File: src/rtl/pixel_dispatcher.sv
// pixel_dispatcher: raster-order job scheduler feeding depth_engine and a valid/ready pixel stream.
// Optional ITER_SUM_EN adds a per-frame running total of engine depths on iter_sum.
module pixel_dispatcher #(
    parameter int FRAC  = 8,
    parameter int H_RES = 640,
    parameter int V_RES = 480
) (
    input  logic        sysclk,
    input  logic        reset_n,
    input  logic        frame_start,
    input  logic [7:0]  max_iter,
    input  logic [15:0] re_origin,
    input  logic [15:0] im_origin,
    input  logic [15:0] step,
    output logic        eng_start,
    output logic [9:0]  eng_x,
    output logic [8:0]  eng_y,
    output logic [15:0] eng_re_c,
    output logic [15:0] eng_im_c,
    output logic [7:0]  eng_max_iter,
    input  logic [7:0]  eng_depth,
    input  logic        eng_done,
    output logic        pix_valid,
    input  logic        pix_ready,
    output logic [9:0]  pix_x,
    output logic [8:0]  pix_y,
    output logic [7:0]  pix_depth,
    output logic        pix_last,
`ifdef ITER_SUM_EN
    output logic [31:0] iter_sum,
`endif
    output logic        busy
);
    localparam logic [9:0] X_MAX = 10'(H_RES - 1);
    localparam logic [8:0] Y_MAX = 9'(V_RES - 1);

    // Coordinates must share the engine's 16-bit Q format.
    if (FRAC < 1 || FRAC > 15) begin : g_frac_unsupported
        $error("pixel_dispatcher: FRAC must be 1..15");
    end

    typedef enum logic [1:0] {IDLE, ISSUE, WAIT, EMIT} state_t;
    state_t state, state_nx;

    logic [9:0]  x;
    logic [8:0]  y;
    logic [15:0] re_acc, im_acc, re_org, step_r;
    logic        last;

    assign last = (x == X_MAX) && (y == Y_MAX);

    always_ff @(posedge sysclk or negedge reset_n) begin
        if (!reset_n) state <= IDLE;
        else          state <= state_nx;
    end

    always_comb begin
        state_nx = state;
        case (state)
            IDLE:    state_nx = frame_start ? ISSUE : IDLE;
            ISSUE:   state_nx = WAIT;
            WAIT:    state_nx = eng_done ? EMIT : WAIT;
            default: state_nx = pix_ready ? (last ? IDLE : ISSUE) : EMIT;
        endcase
    end

    always_comb begin
        eng_start = state == ISSUE;
        pix_valid = state == EMIT;
        busy      = state != IDLE;
        pix_last  = pix_valid && last;
    end

    assign eng_x    = x;
    assign eng_y    = y;
    assign eng_re_c = re_acc;
    assign eng_im_c = im_acc;
    assign pix_x    = x;
    assign pix_y    = y;

    always_ff @(posedge sysclk or negedge reset_n) begin
        if (!reset_n) begin
            x            <= '0;
            y            <= '0;
            re_acc       <= '0;
            im_acc       <= '0;
            re_org       <= '0;
            step_r       <= '0;
            eng_max_iter <= '0;
            pix_depth    <= '0;
`ifdef ITER_SUM_EN
            iter_sum     <= '0;
`endif
        end else begin
            if (state == IDLE && frame_start) begin
                x            <= '0;
                y            <= '0;
                re_acc       <= re_origin;
                im_acc       <= im_origin;
                re_org       <= re_origin;
                step_r       <= step;
                eng_max_iter <= max_iter;
`ifdef ITER_SUM_EN
                iter_sum     <= '0;
`endif
            end
            if (state == WAIT && eng_done) begin
                pix_depth <= eng_depth;
`ifdef ITER_SUM_EN
                iter_sum  <= iter_sum + 32'(eng_depth);
`endif
            end
            // Imaginary axis decreases going down the frame.
            if (state == EMIT && pix_ready && !last) begin
                if (x == X_MAX) begin
                    x      <= '0;
                    y      <= y + 9'd1;
                    re_acc <= re_org;
                    im_acc <= im_acc - step_r;
                end else begin
                    x      <= x + 10'd1;
                    re_acc <= re_acc + step_r;
                end
            end
        end
    end
endmodule
File: config.mk
export PLATFORM = sky130hd
export DESIGN_NAME = pixel_dispatcher
export DESIGN_NICKNAME = d
export VERILOG_FILES = /design/src/rtl/pixel_dispatcher.sv
export SDC_FILE = /design/constraint.sdc
export NUM_CORES = 1
export LEC_CHECK = 0
export CAP_MARGIN = 30
export CORE_ASPECT_RATIO = 1.2
export CORE_MARGIN = 10
export CORE_UTILIZATION = 35
export DETAILED_ROUTE_END_ITERATION = 7
export DONT_BUFFER_PORTS = 1
export GPL_TIMING_DRIVEN = 0
export PLACE_DENSITY = 0.52
export SYNTH_ARGS = -nofsm -noshare
export SYNTH_HDL_FRONTEND = slang
export SYNTH_SLANG_ARGS = --single-unit
File: constraint.sdc
create_clock -name sysclk -period 4.6 [get_ports sysclk]
set_input_delay 0.46 -clock sysclk [delete_from_list [all_inputs] [get_ports sysclk]]
set_output_delay 0.46 -clock sysclk [all_outputs]
set_load 0.02 [all_outputs]
==> metrics.cfg <==
[outcome]
status = complete, no violations

[logic_synthesis]
synth_enable_flop_cells = 0
async_flop_share_pct = 100.0
synth_cells = 693
yosys_most_used_dff = dfrtp_1
ys_ff_latch = 101
synthesis.nets = 800
yosysSeqAreaShare_pct = 41.30
synth.cell_area_mm2 = 0.006120
synth_area_per_cell_um2 = 8.831
synth_cell_type_count = 63
yosys_warnings = 0

[timing]
timing.fmax_mhz = 329.9
slew_headroom_pct = 41.64
finalHoldViolCount = 0
tightest_slew_ns = 0.8754
post-route-period-util_pct = 65.90
fin_ws_ns = 1.568
report.final.setup_viol = 0
fin_crit_ns = 3.032
fin_tns_setup_ns = 0
finClkSkew_ns = 0.009232
timing.hold.ws_ns = 0.03016
rsz0062_at_grt = false
drv_slew = 0

[critical_path]
crit_arrival_ns = 3.27
cp-end-kind = flop
path_max_fanout = 4
rrSetupSlack_ns = 1.57
path_class = flop to flop
r2r_cells = 9
required_ns = 4.84
endpoint = eng_im_c[14]
r2r-start = eng_im_c[0]
timing.rr.end = eng_im_c[14]
start_kind = flop
startpoint = eng_im_c[0]

[clock_network]
clk_latency_ns = 0.35
cts_resized = 0
root_buffer = clkbuf_16
cts_hold_buf = 1
cts_tree = done
numCtsBuffers = 9
clock_path_buffers = 2
htree_levels = 3
cts_setup_buffers = 0
cts.clk_slew.worst_paths_ns = 0.07
cts.sinks = 101

[global_routing]
grt_pass1_wl_um = 30170
grt_use_met2_pct = 28.43
antenna_found_initial = 0
grt_use_met1_pct = 18.73
grt_pass1_vias = 5220
grt_max_degree = 102
grt_overflow = 0
grt_busiest_layer = met2
use_met3_pct = 5.688
track_usage_pct = 16.61

[pwr]
vdd_drop_max_mv = 0.2729
finalPower_mw = 5.431
p_leak_nw = 3.184
cellPowerDensity_mw_per_mm2 = 807.9

[die]
ios = 159
num_rows = 52
chipWidth_um = 140.7
dieArea_mm2 = 0.02320
core-area_mm2 = 0.01705
die_h_um = 164.9
start_util_pct = 35.90

[min_path]
worstHoldPathType = input pin to async pin

[layout]
design_area_mm2 = 0.006721
finalCoreUtilization_pct = 39.43
instances_no_fill = 926
area_growth_pct = 9.834
multi_input_area_mm2 = 0.003239
drive_above_1_share_pct = 9.296
nFillCells = 1739
nets = 812
regArea_mm2 = 0.002527
antennaDiodeCount = 0

[placed_design]
dp_hpwl_um = 15160
placed_cell_area_mm2 = 0.006390
dp_cells = 909
port_buffers = 0
pre_cts_ws_ns = 1.634
gp_congestion = 0.8779

[route]
first_pass_iters = 5
drc = 0
dr.first_iter.drc_count = 370
totalWireLength_um = 19680
wl_per_cell_um = 21.26
drtAntennaViolNets = 0
vias = 5106
via_per_inst = 5.514

[job]
maxCapViolCount = 0

==> metal layers <==
metal	vias up	routed length [um]
met5	-	0
met4	0	514
met3	31	1592
met2	171	9802
met1	2465	7774
li1	2439	-
==> how the worst min path moves through the flow <==
stage	endpoint	slack, ns
final	eng_max_iter[2]	0.03
after detailed placement	eng_re_c[1]	0.17
after CTS	re_org[3]	0.07
after global routing	re_org[1]	0.09
after global placement	re_org[1]	0.17
after floorplan	eng_im_c[0]	0.16
==> Yosys cell counts, types with 3 or more instances <==
cell type  count  share of area, %
and2_1         4              0.41
a221o_1        4              0.65
dfrtp_1      101                41
a21o_1        14               1.7
mux2i_1        7               1.1
and3_1        20               2.0
o21a_1         3              0.37
a21oi_1       49               4.0
a2bb2oi_1      3              0.43
buf_4         22               2.7
nand2_1      152               9.3
buf_2          6              0.49
nor3_1         6              0.49
o31ai_1        6              0.74
o21ai_0       38               3.1
a31oi_1        6              0.61
nand2b_1       7              0.72
clkbuf_1      13              0.80
mux2_2         8               1.5
a211oi_1       6              0.74
and4_1         5              0.72
xor2_1        13               1.9
o22ai_1        5              0.51
nor2_1        33               2.0
ha_1          36               7.4
nand3_1       18               1.5
inv_1         27               1.7
o21ai_1       22               1.8
o211ai_1       4              0.49
or3_1          3              0.31
xnor2_1       11               1.6
==> registers in the layout, indices dropped and copies added (netlist names) <==
signal,cells
re_org,16
eng_y,9
eng_x,10
state,2
pix_depth,8
eng_im_c,16
eng_re_c,16
step_r,16
eng_max_iter,8
==> cells in the final DEF, fill, tap and decap left out, types with 3 or more instances in the layout <==
cell,count
a21o_1,14
o31ai_1,6
or3_1,3
nand2_1,152
ha_1,36
a2bb2oi_1,3
xnor2_1,11
o22ai_1,5
a21oi_1,49
mux2i_1,7
nand2b_1,7
inv_1,27
dfrtp_1,101
a31oi_1,6
o21a_1,3
clkbuf_16,9
o21ai_1,22
and2_1,4
a211oi_1,6
o211ai_1,4
xor2_1,13
and4_1,5
nor3_1,6
buf_2,6
and3_1,20
buf_4,22
o21ai_0,38
a221o_1,4
clkbuf_1,15
nor2_1,33
nand3_1,18
mux2_2,8
==> power breakdown <==
| part | internal (mW) | switching, mW |
|---|---|---|
| Clock | 0.453 | 0.345 |
| Sequential | 1.25 | 0.632 |
| Combinational | 1.14 | 1.61 |
| Total | 2.84 | 2.59 |
==> area by class of cell <==
cell class	instances	area share, %
Buffer	43	3.742
Clock buffer	13	3.872
Clock inverter	3	0.6515
Inverter	27	1.508
Multi-Input combinational cell	522	48.19
Sequential cell	101	37.60
Tap cell	216	4.021
Timing Repair Buffer	1	0.4095
==> worst max-delay path, cell delays in order, from the launching register on <==
cell and delay, ns:
dfrtp_1 0.48, inv_1 0.07, ha_1 0.22, fa_1 0.39, nand2b_1 0.19, a21oi_1 0.29, o31ai_1 0.18, a2111oi_0 0.66
o21ai_0 0.20, a31o_1 0.23
==> cell families (layout without fill, tap and decap cells) <==
logic type,count (synthesis),after routing,share of synthesized area [%]
AOI/OAI and AO/OA,183,183,18.89
xor gates and xnor gates,24,24,3.435
adders and majority gates,38,38,8.015
buffers and inverters,70,87,5.766
DFF,101,101,41.30
muxes,15,15,2.617
and+or+nand+nor,262,262,19.98
Power figures use the tool's default switching activity.
